## config.mk

```make
export PLATFORM = sky130hd
export DESIGN_NAME = kf8237_channel_programmer
export DESIGN_NICKNAME = d
export VERILOG_FILES = /design/src/rtl/kf8237_channel_programmer.sv
export SDC_FILE = /design/constraint.sdc
export NUM_CORES = 1
export LEC_CHECK = 0
export CORE_MARGIN = 1.5
export CORE_UTILIZATION = 53
export DETAILED_ROUTE_END_ITERATION = 8
export PLACE_DENSITY = 0.81
export RECOVER_POWER = 50
export SYNTH_ARGS = -nofsm -noshare
export SYNTH_HDL_FRONTEND = slang
export SYNTH_SLANG_ARGS = --single-unit
export TNS_END_PERCENT = 5
```

## constraint.sdc

```tcl
create_clock -name clock -period 3.4 [get_ports clock]
set_clock_uncertainty 0.15 [all_clocks]
set_input_delay 0.34 -clock clock [delete_from_list [all_inputs] [get_ports clock]]
set_output_delay 0.34 -clock clock [all_outputs]
set_load 0.05 [all_outputs]
```

## src/rtl/kf8237_channel_programmer.sv

```systemverilog
// kf8237_channel_programmer: programs one 8237 DMA channel through a sequence
// of I/O bus accesses (mask, clear byte pointer, address, count, mode, an
// optional readback of address and count, then unmask). Every access has the
// form SETUP (1 clock), STROBE (WRITE_PULSE clocks), RECOVER (1 clock).
module kf8237_channel_programmer #(
    parameter int WRITE_PULSE = 2
) (
    input  logic        clock,
    input  logic        reset,
    input  logic        start,
    input  logic [1:0]  channel,
    input  logic [15:0] base_address,
    input  logic [15:0] word_count,
    input  logic [5:0]  mode,
    input  logic        verify_enable,
    input  logic [7:0]  io_data_in,
    output logic [3:0]  io_address,
    output logic [7:0]  io_data_out,
    output logic        chip_select_n,
    output logic        io_write_n,
    output logic        io_read_n,
    output logic        busy,
    output logic        done,
    output logic        error
);

    typedef enum logic [2:0] {
        IDLE,
        SETUP,
        STROBE,
        RECOVER,
        DONE
    } state_t;

    // Step numbering: 0..6 writes, 7 clear pointer, 8..11 readback, 12 unmask.
    localparam logic [3:0] STEP_MODE   = 4'd6;
    localparam logic [3:0] STEP_VERIFY = 4'd7;
    localparam logic [3:0] STEP_LAST_RD = 4'd11;
    localparam logic [3:0] STEP_UNMASK = 4'd12;
    localparam logic [3:0] LAST_STROBE = 4'(WRITE_PULSE - 1);

    state_t      state_q, state_d;
    logic [3:0]  step_q, step_d;
    logic [3:0]  cnt_q, cnt_d;
    logic [1:0]  ch_q, ch_d;
    logic [15:0] addr_q, addr_d;
    logic [15:0] count_q, count_d;
    logic [5:0]  mode_q, mode_d;
    logic        verify_q, verify_d;
    logic        error_q, error_d;
    logic [3:0]  io_address_q, io_address_d;
    logic [7:0]  io_data_q, io_data_d;
    logic [3:0]  next_step;
    logic        step_rd;

    function automatic logic [3:0] step_port(input logic [3:0] step, input logic [1:0] ch);
        case (step)
            4'd0, 4'd12:                step_port = 4'hA;
            4'd1, 4'd7:                 step_port = 4'hC;
            4'd2, 4'd3, 4'd8, 4'd9:     step_port = {1'b0, ch, 1'b0};
            4'd4, 4'd5, 4'd10, 4'd11:   step_port = {1'b0, ch, 1'b1};
            4'd6:                       step_port = 4'hB;
            default:                    step_port = 4'h0;
        endcase
    endfunction

    // Write data per step; clear-pointer and read steps drive zero.
    function automatic logic [7:0] step_data(input logic [3:0] step, input logic [1:0] ch,
                                             input logic [15:0] a, input logic [15:0] c,
                                             input logic [5:0] md);
        case (step)
            4'd0:    step_data = {5'b0, 1'b1, ch};
            4'd2:    step_data = a[7:0];
            4'd3:    step_data = a[15:8];
            4'd4:    step_data = c[7:0];
            4'd5:    step_data = c[15:8];
            4'd6:    step_data = {md, ch};
            4'd12:   step_data = {5'b0, 1'b0, ch};
            default: step_data = 8'h00;
        endcase
    endfunction

    function automatic logic [7:0] readback_exp(input logic [3:0] step, input logic [15:0] a,
                                                input logic [15:0] c);
        case (step)
            4'd8:    readback_exp = a[7:0];
            4'd9:    readback_exp = a[15:8];
            4'd10:   readback_exp = c[7:0];
            default: readback_exp = c[15:8];
        endcase
    endfunction

    assign step_rd = (step_q >= 4'd8) && (step_q <= STEP_LAST_RD);

    // State and operand registers; reset aborts any access in flight.
    always_ff @(posedge clock or posedge reset) begin
        if (reset) begin
            state_q      <= IDLE;
            step_q       <= '0;
            cnt_q        <= '0;
            ch_q         <= '0;
            addr_q       <= '0;
            count_q      <= '0;
            mode_q       <= '0;
            verify_q     <= 1'b0;
            error_q      <= 1'b0;
            io_address_q <= '0;
            io_data_q    <= '0;
        end else begin
            state_q      <= state_d;
            step_q       <= step_d;
            cnt_q        <= cnt_d;
            ch_q         <= ch_d;
            addr_q       <= addr_d;
            count_q      <= count_d;
            mode_q       <= mode_d;
            verify_q     <= verify_d;
            error_q      <= error_d;
            io_address_q <= io_address_d;
            io_data_q    <= io_data_d;
        end
    end

    // Step that follows the current one once its RECOVER clock completes.
    always_comb begin
        next_step = step_q + 4'd1;
        if (step_q == STEP_MODE)
            next_step = verify_q ? STEP_VERIFY : STEP_UNMASK;
        else if (step_q == STEP_LAST_RD)
            next_step = STEP_UNMASK;
    end

    // Access sequencer: next state, operand latch, bus address/data load.
    always_comb begin
        state_d      = state_q;
        step_d       = step_q;
        cnt_d        = cnt_q;
        ch_d         = ch_q;
        addr_d       = addr_q;
        count_d      = count_q;
        mode_d       = mode_q;
        verify_d     = verify_q;
        error_d      = error_q;
        io_address_d = io_address_q;
        io_data_d    = io_data_q;
        case (state_q)
            IDLE: begin
                if (start) begin
                    ch_d         = channel;
                    addr_d       = base_address;
                    count_d      = word_count;
                    mode_d       = mode;
                    verify_d     = verify_enable;
                    error_d      = 1'b0;
                    step_d       = '0;
                    state_d      = SETUP;
                    io_address_d = step_port(4'd0, channel);
                    io_data_d    = step_data(4'd0, channel, base_address, word_count, mode);
                end
            end
            SETUP: begin
                cnt_d   = '0;
                state_d = STROBE;
            end
            STROBE: begin
                if (cnt_q == LAST_STROBE) begin
                    state_d = RECOVER;
                    if (step_rd && (io_data_in != readback_exp(step_q, addr_q, count_q)))
                        error_d = 1'b1;
                end else begin
                    cnt_d = cnt_q + 4'd1;
                end
            end
            RECOVER: begin
                // A failed readback leaves the channel masked.
                if (step_q == STEP_UNMASK || (step_q == STEP_LAST_RD && error_q)) begin
                    state_d = DONE;
                end else begin
                    step_d       = next_step;
                    state_d      = SETUP;
                    io_address_d = step_port(next_step, ch_q);
                    io_data_d    = step_data(next_step, ch_q, addr_q, count_q, mode_q);
                end
            end
            DONE:    state_d = IDLE;
            default: state_d = IDLE;
        endcase
    end

    assign chip_select_n = !((state_q == SETUP) || (state_q == STROBE));
    assign io_write_n    = !((state_q == STROBE) && !step_rd);
    assign io_read_n     = !((state_q == STROBE) && step_rd);
    assign io_address    = io_address_q;
    assign io_data_out   = io_data_q;
    assign busy          = (state_q != IDLE);
    assign done          = (state_q == DONE);
    assign error         = error_q;

endmodule
```

After elaboration in Yosys (flattened, before gate mapping)
Cells that the tools add are included.
Operators by class
  add/sub/neg operators: 2
  order comparisons: 2
  equality and inequality tests: 29
  mux-type cells: 27
  reduce and logical (&&, ||, !) cells: 26
Operators with widths (number)
  $pmux 8 s7: 1
  $eq 4x4->1 const B: 10
  $mux 4: 8
  $mux 8: 4
  $pmux 4 s2: 3
  $pmux 8 s3: 1
  $eq 4x3->1 const B: 5
  $pmux 4 s5: 1
  $pmux 8 s2: 1
  $pmux 3 s4: 1
  $ne 2x2->1 const B: 5
  $mux 3: 3
  $add 4x1->4 const B: 2
  $eq 4x1->1 const B: 2
  $eq 4x2->1 const B: 2
  $ne 8x8->1: 1
  $reduce_or 4->1: 2
  $eq 3x2->1 const B: 2
  $reduce_and 2->1: 3
  $reduce_bool 2->1: 3
  $logic_and 1x1->1: 5
  $ge 4x4->1 const B: 1
  $le 4x4->1 const B: 1
  $logic_not 1->1: 4
  11 further kinds: 15
Storage, ports and cells
  flip-flop bits (word level): 65
  bits of input ports: 52
  output and inout port bits: 18
  logic and storage cells: 97

Logic depth before layout (Yosys ltp)
Gate-level depths: netlist of the first run.
  depth after elaboration: 9
  mapped depth: 10
  depth with buffers taken out: 8

Least setup slack after synthesis of the first run
Ideal clock, no wire load.
  path kind: register -> register
  from: reg step_q[0]
  to: reg io_data_q[4] (netlist: io_data_out[4])
  library setup time: 121 ps
  arrival time: 2222 ps
  required time: 3129 ps
  path slack: 907 ps
  cell stages (with the launch flop): 10
  path buffers: 1
  clock period less this slack: 2493 ps
  path through: dfrtp_1 inv_1 ha_1 nand3b_1 mux2_2 and2_1 and3_1 buf_6 a221o_1 a22o_1
Between the ends
  longest elaborated chain between the ends: 7
  elaborated cells between the ends (all ways): 20
  classes of those cells: 1 x add/sub; 10 x eq/ne; 5 x mux; 4 x reduce/logical
RTL lines
  start, declared: line 43  | logic [3:0] step_q, step_d;
  start signal, assigned: line 111  | step_q <= step_d;
  $add 4x1->4 / $eq 4x4->1 (equally long branches): line 126, 129, 176
  $mux 4: line 129  | else if (step_q == STEP_LAST_RD)
  $mux 4: line 127  | if (step_q == STEP_MODE)
  $eq 4x4->1 (tied with other cells): line 71  | case (step)
  $pmux 8 s7: line 71
  $mux 8: line 176  | if (step_q == STEP_UNMASK || (step_q == STEP_LAST_RD && error_q)) begin
  $pmux 8 s2: line 146  | case (state_q)
  end signal, assigned: line 120  | io_data_q <= io_data_d;
  end, declared: line 52  | logic [7:0] io_data_q, io_data_d;
Several ways; a longest one is shown, not always the timed one. The select of a mux whose other input is x is not followed.
A chain may end at the register's enable or synchronous reset.

Worst setup path after layout of the first run
  from: reg step_q[0]
  to: reg io_data_q[6] (netlist: io_data_out[6])
Same word-level chain as after synthesis.

==> results of run 1 <==
[worst max path at each step]
stage	startpoint	to	cells after the start
2_1_floorplan	step_q[0]	io_data_out[4]	9
3_3_place_gp	step_q[0]	io_data_out[4]	8
3_5_place_dp	step_q[0]	io_data_out[4]	8
4_1_cts	step_q[0]	io_data_out[4]	8
5_1_grt	step_q[0]	io_data_out[5]	8
6_report	step_q[0]	io_data_out[6]	8
[power by group]
group | switching, mW | total, mW | internal [mW] | leakage, nW
Sequential | 0.381 | 1.48 | 1.10 | 0.821
Combinational | 1.40 | 2.26 | 0.858 | 1.20
Clock | 0.298 | 0.804 | 0.506 | 0.120
[placed cells by master (no fill, tap or decap), types with 4 or more instances in the layout]
cell,Yosys,final
nand2_1,164,164
clkdlybuf4s50_1,0,68
dfrtp_1,65,65
nor2_1,27,27
a22oi_1,15,15
a21oi_1,14,14
a221o_1,12,12
nand3_1,11,11
clkbuf_8,0,10
inv_1,9,9
o21ai_0,9,9
a32oi_1,8,8
and2_1,6,6
a31oi_1,6,6
ha_1,6,6
buf_4,0,6
a211o_1,5,5
o31ai_1,5,5
nor3_1,5,5
a22o_1,5,5
nand3b_1,4,4
a21o_1,4,4
nor2b_1,4,4
[tightest hold or removal path, stage by stage, from the launching register on]
cell and delay (ps):
dfrtp_1 360, nand2_1 60, nand2_1 60
[registers in the layout (all words and copies together), names as in the netlist]
name         cells
addr_q          16
count_q         16
io_data_out      8
mode_q           6
cnt_q            4
io_address       4
step_q           4
state_q          3
ch_q             2
error            1
verify_q         1
[kinds of logic (layout without fill, tap and decap cells)]
group / Yosys count / in the layout / share of synthesized area [%]
XOR/XNOR: 3 / 3 / 0.706
flip-flops: 65 / 65 / 43.7
AND/OR/NAND/NOR: 236 / 236 / 26.8
buffers and inverters: 36 / 102 / 4.40
adder cells (fa/ha/maj): 6 / 6 / 2.02
multiplexers: 3 / 3 / 0.840
AO/OA/AOI/OAI: 103 / 103 / 21.6
[metal layers]
metal / wire, um / track usage (%)
met1: 4130 / 36.9
met2: 4890 / 46.2
met3: 655 / 6.10
met4: 370 / 13.9
met5: 0 / 0
[stage by stage]
step / worst slack, ps / std cells / power, mW
2_1_floorplan: 907 / 452 / 3.04
3_3_place_gp: 478 / 598 / 3.63
3_5_place_dp: 328 / 598 / 3.71
4_1_cts: 325 / 614 / 4.53
5_1_grt: 25.8 / 614 / 4.84
6_report: 257 / 614 / 4.55
[area by class of cell]
cell class                 instances  area, um^2  area share (%)
sequential                        65        1630            34.6
clock inverter                     5         103            2.18
multi-input combinational        351        1930            41.1
inverter                           9        33.8           0.718
tap                               96         120            2.55
clock buffer                      11         141            3.01
timing repair buffer              77         746            15.9
==> impl_results.md, run 1 <==
- Crit share post-route: approximately 92%
- R2r setup slk: 260 ps
- R2R Path Start: step_q[0]
- Port Buffers: 69
- Starting Density: 54.8%
- Max-slew headroom: -10.7%
- Die H: 86.8 um
- Die Footprint: 7540 um^2
- Register area share after synthesis: a little over two fifths
- Endpoints failing setup: 0
- Synth unique cells: 51
- Synthesized instance count: 452
- R2R Path End: io_data_out[6]
- Tmin final: ~3100 ps
- Die X: 86.8 um
- First-pass GRT wire length: 16.6 mm
- Number of flops mapped to enable cells by yosys: 0
- FMAX: ~320 MHz
- Synth async-reset ratio: 100%
- FF-to-FF path depth: 8
- Mean Syn Cell Area: 8.24 um^2
- Clock Path Buffers: 2
- DRC viols: 0
- Cell with the most instances after synthesis: nand2_1
- CTS H-tree depth: 3
- CTS Sinks: 65
- Worst path slowest cell: a221o_1
- Final Hold Viols: 0
- Core Area: around 6800 um^2
- Number of CTS-inserted buffers: 9
- RSZ-0062 raised after global routing: no
- TNS Setup: 0 ps
- Iteration-0 DRC Markers: 286
- Pin count of the biggest net entering global routing: 47
- Crit start category: flop
- Vias: 3,656
- DRT antenna net count: 0
- Synth cell count leaders: nand2_1, dfrtp_1, nor2_1
- CTS resizes: 0
- Slew at the pin with the worst max-slew slack: 1660 ps
- Fin. max-slew vios: 46
- Hold buffers post-CTS: 0
- Fillers: 575
- Grt total ovfl: 0
- Skew-Pair Late Insertion Delay: 350 ps
- Total wire length: 10.1 mm
- RePlAce Congestion: between 0.8 and 0.9
- Nets: roughly 570
- Final Util: approximately 69%
- CP cell instances: inv_1, ha_1, nand2b_2, a221o_1, a222oi_1, nor2_1, a221o_1, a22o_1
- Mapped Area: 3720 um^2
- I/O pin count: 70
- Area after DPL: approximately 4500 um^2
- Via density: 5.95
- Area Growth Syn to Fin: 26.3%
- Fin area: ~4700 um^2
- Max rail drop VDD: 0.414 mV
- Setup crit end kind: flop
- FP Rows: 30
- Largest area contributor in the netlist: dfrtp_1
- First-pass iteration count of the detailed router: 5
- Hold Crit Start: mode_q[3]
- Worst Hold Endpoint: mode_q[3]
- Failing checks: max-capacitance violations, max-slew violations
- Largest fanout on the critical path: 15
- Delay-heaviest family, CP: compound AO/OA/AOI/OAI gates
- Post-DP HPWL: about 7.2 mm
- Status: complete, but fails checks
- CP max stage delay: between 500 and 600 ps
- Postcts setup bufs: 0
- Layout cells sized above 1: 6.18%
- WHS: around 350 ps
- CP dominant cell by count: a221o_1
- Worst Hold Depth: 2
- Max-cap viol count: 1
- DR WL/cell: 16.4 um
- Synthesized flop and latch total: 65
- Power Dens Cells: between 900 and 1000 nW/um^2
- Post-Syn Nets: 510
- Kind of critical path: flop to flop
- Vias in the first global route: 3,485
- Worst-path clk slew: 70 ps
- Number of diodes: 0
- Worst EP required: 3500 ps
- Synth top area share: between 40 and 50%
- CTS tree: yes
- Leak pwr: about 2.1 nW
- Largest cells by area after synthesis: dfrtp_1, nand2_1, a221o_1, a22oi_1, nor2_1
- Overall Global Routing Usage: 28.8%
- Top FF cell, synth: dfrtp_1
- Worst Path Buf+Inv: 1
- Hold crit path type: flop to flop
- Root Buffer: clkbuf_8
- Antenna violations before repair: 0
- Worst EP arrival: 3240 ps
- Yosys warns: 0
(Power assumes the default switching activity.)
==> run 2, diff against run 1 <==
- GPL_ROUTABILITY_DRIVEN: default -> 0
==> results of run 2 <==
No change in the layout: final DEF, timing and power equal those of run 1.
==> run 3, diff against run 2 <==
- CELL_PAD_IN_SITES_DETAIL_PLACEMENT: default -> 0
- CELL_PAD_IN_SITES_GLOBAL_PLACEMENT: default -> 1
- CORE_UTILIZATION: 53 -> 39
- PLACE_DENSITY: 0.81 -> default
- PLACE_DENSITY_LB_ADDON: default -> 0.1
==> impl_results.md, run 3 (synthesized netlist as in run 1, its figures left out) <==
- Status: complete, but fails checks
- Failing checks: max-capacitance violations, max-slew violations
- I/O pin count: 70 (unchanged)
- Number of diodes: 0 (unchanged)
- Antenna violations before repair: 0 (unchanged)
- Leak pwr: 2.11 nW (-1.8%)
- Worst path slowest cell: dfrtp_1
- Clock Path Buffers: 2 (unchanged)
- RSZ-0062 raised after global routing: no
- Worst EP required: 3530 ps (+30 ps)
- DRC viols: 0 (unchanged)
- Power Dens Cells: 921 nW/um^2 (-4.8%)
- Via density: 5.35 (-10%)
- Fin. max-slew vios: 66 (+43%)
- FF-to-FF path depth: 8 (unchanged)
- CP max stage delay: 490 ps (-60 ps)
- Postcts setup bufs: 0 (unchanged)
- CTS Sinks: 65 (unchanged)
- CTS tree: yes
- Overall Global Routing Usage: 21.5% (-7.2 points)
- First-pass iteration count of the detailed router: 5 (unchanged)
- FP Rows: 35 (+17%)
- Tmin final: 2980 ps (-168 ps)
- Total wire length: 10.3 mm (+2.2%)
- CTS H-tree depth: 3 (unchanged)
- Largest fanout on the critical path: 15 (unchanged)
- R2r setup slk: 420 ps (+170 ps)
- Fin area: 4700 um^2 (about the same)
- Worst Hold Endpoint: mode_q[1]
- Int Power: 2.25 mW (-8.9%)
- Crit share post-route: 87.5% (-4.9 points)
- FMAX: 336 MHz (+5.6%)
- DRT antenna net count: 0 (unchanged)
- Pin count of the biggest net entering global routing: 66 (+40%)
- Post-DP HPWL: 7.43 mm (+2.7%)
- Area after DPL: 4530 um^2 (+1.4%)
- Layout cells sized above 1: 6.94% (+0.76 points)
- Worst Hold Depth: 2 (unchanged)
- Hold crit path type: flop to flop
- Kind of critical path: flop to flop
- Area Growth Syn to Fin: 26.3% (about the same)
- Delay-heaviest family, CP: compound AO/OA/AOI/OAI gates
- Die Footprint: 10,100 um^2 (+35%)
- R2R Path End: io_data_out[7]
- CP cell instances: inv_1, ha_2, and4bb_2, a221o_1, nand2_1, a211o_1, nor2_1, a22o_1
- Sw frac: 48.1% (+2.4 points)
- Nets: 572 (+0.18%)
- Iteration-0 DRC Markers: 224 (-22%)
- Setup crit start: step_q[0]
- DR WL/cell: 15.8 um (-3.2%)
- Max-slew headroom: -6.81% (+3.9 points)
- Endpoints failing setup: 0 (unchanged)
- Die H: 101 um (+16%)
- Worst Path Buf+Inv: 1 (unchanged)
- R2R Path Start: step_q[0]
- Highest-count cells in the layout ignoring fill and taps: nand2_1, clkdlybuf4s50_1, dfrtp_1
- Switching Power: 2.08 mW (+0.11%)
- Max rail drop VDD: 0.305 mV (-26%)
- Commonest non-fill, non-tap cell in the layout: nand2_1
- Number of CTS-inserted buffers: 9 (unchanged)
- Crit start category: flop
- Final Hold Viols: 0 (unchanged)
- Grt total ovfl: 0 (unchanged)
- Max-cap viol count: 1 (unchanged)
- Port Buffers: 69 (unchanged)
- Skew-Pair Late Insertion Delay: 340 ps (about the same)
- Setup crit end kind: flop
- Core Area: 9240 um^2 (+36%)
- Vias in the first global route: 3,365 (-3.4%)
- Worst EP arrival: 3100 ps (-140 ps)
- Worst-path clk slew: 70 ps (about the same)
- Hold Crit Start: mode_q[1]
- Clock share of power: 13.8% (-3.9 points)
- Register share of total power: 34.6% (+2.0 points)
- Root Buffer: clkbuf_8
- Slew at the pin with the worst max-slew slack: 1600 ps (-56.0 ps)
- Hold buffers post-CTS: 0 (unchanged)
- Die X: 101 um (+16%)
- Comb pwr share: 51.6% (+1.9 points)
- Starting Density: 40.3% (-15 points)
- Vias: 3,464 (-5.3%)
- Total stage count of the critical path: 8 (unchanged)
- Total power: 4.33 mW (-4.8%)
- First-pass GRT wire length: 17.0 mm (+2.1%)
- TNS Setup: 0 ps (unchanged)
-- run 3: cell count changes in the layout (fill, tap and decap cells not counted), sizes merged --
cell,change
bufinv,-3
clkinvlp,+3
buf,+2
clkbuf,-2
clkdlybuf4s50,-2
clkinv,+2
dlygate4sd3,+2
inv,-1
-- run 3: worst max-delay path by stage --
stage / endpoint / slack (ps)
after floorplan: io_data_out[4] / 910
after global placement: io_data_out[6] / 410
after detailed placement: io_data_out[4] / 330
after CTS: io_data_out[6] / 300
after global routing: io_data_out[6] / 130
final: io_data_out[7] / 420
-- run 3: repair_timing --
item                                   4_1_cts  5_1_grt
setup endpoints to repair                    0        5
resized for setup                            0        1
endpoints found under the hold margin        0        0
-- run 3: cell type report --
class | instances | area (um^2)
Fill cell | 907 | 4540
Timing Repair Buffer | 78 | 756
Inverter | 9 | 33.8
Clock buffer | 10 | 138
Sequential cell | 65 | 1630
Tap cell | 129 | 161
Clock inverter | 6 | 43.8
Multi-Input combinational cell | 351 | 1940
-- run 3: worst register-to-register path, cell delays in order (launching register included) --
cell	delay [ps]
dfrtp_1	490
inv_1	150
ha_2	370
and4bb_2	330
a221o_1	450
nand2_1	140
a211o_1	350
nor2_1	300
a22o_1	190
-- run 3: stage by stage --
stage / cells / worst slack [ps] / util, % / hold WS, ps
2_1_floorplan: 452 / 907 / - / 295
3_3_place_gp: 632 / 407 / 49.1 / 319
3_5_place_dp: 632 / 329 / 49.1 / 322
4_1_cts: 648 / 296 / 51.0 / 246
5_1_grt: 648 / 131 / 50.9 / 354
6_report: 648 / 424 / 50.9 / 338
-- run 3: per-layer routing --
| layer | GRT usage [%] | vias up | part of all wire, % |
|---|---|---|---|
| li1 | - | 1711 | - |
| met1 | 27.9 | 1667 | 45 |
| met2 | 36.3 | 73 | 50 |
| met3 | 4.02 | 13 | 3.4 |
| met4 | 7.04 | 0 | 1.6 |
| met5 | 0 | - | 0 |
-- run 3: power groups by stage --
| stage | sequential [mW] | combinational, mW | clock [mW] |
|---|---|---|---|
| after detailed placement | 1.51 | 2.24 | 0 |
| after global placement | 1.51 | 2.20 | 0 |
| final | 1.50 | 2.23 | 0.600 |
| after global routing | 1.54 | 2.50 | 0.653 |
| after CTS | 1.49 | 2.24 | 0.620 |
| after floorplan | 1.52 | 1.53 | 0 |
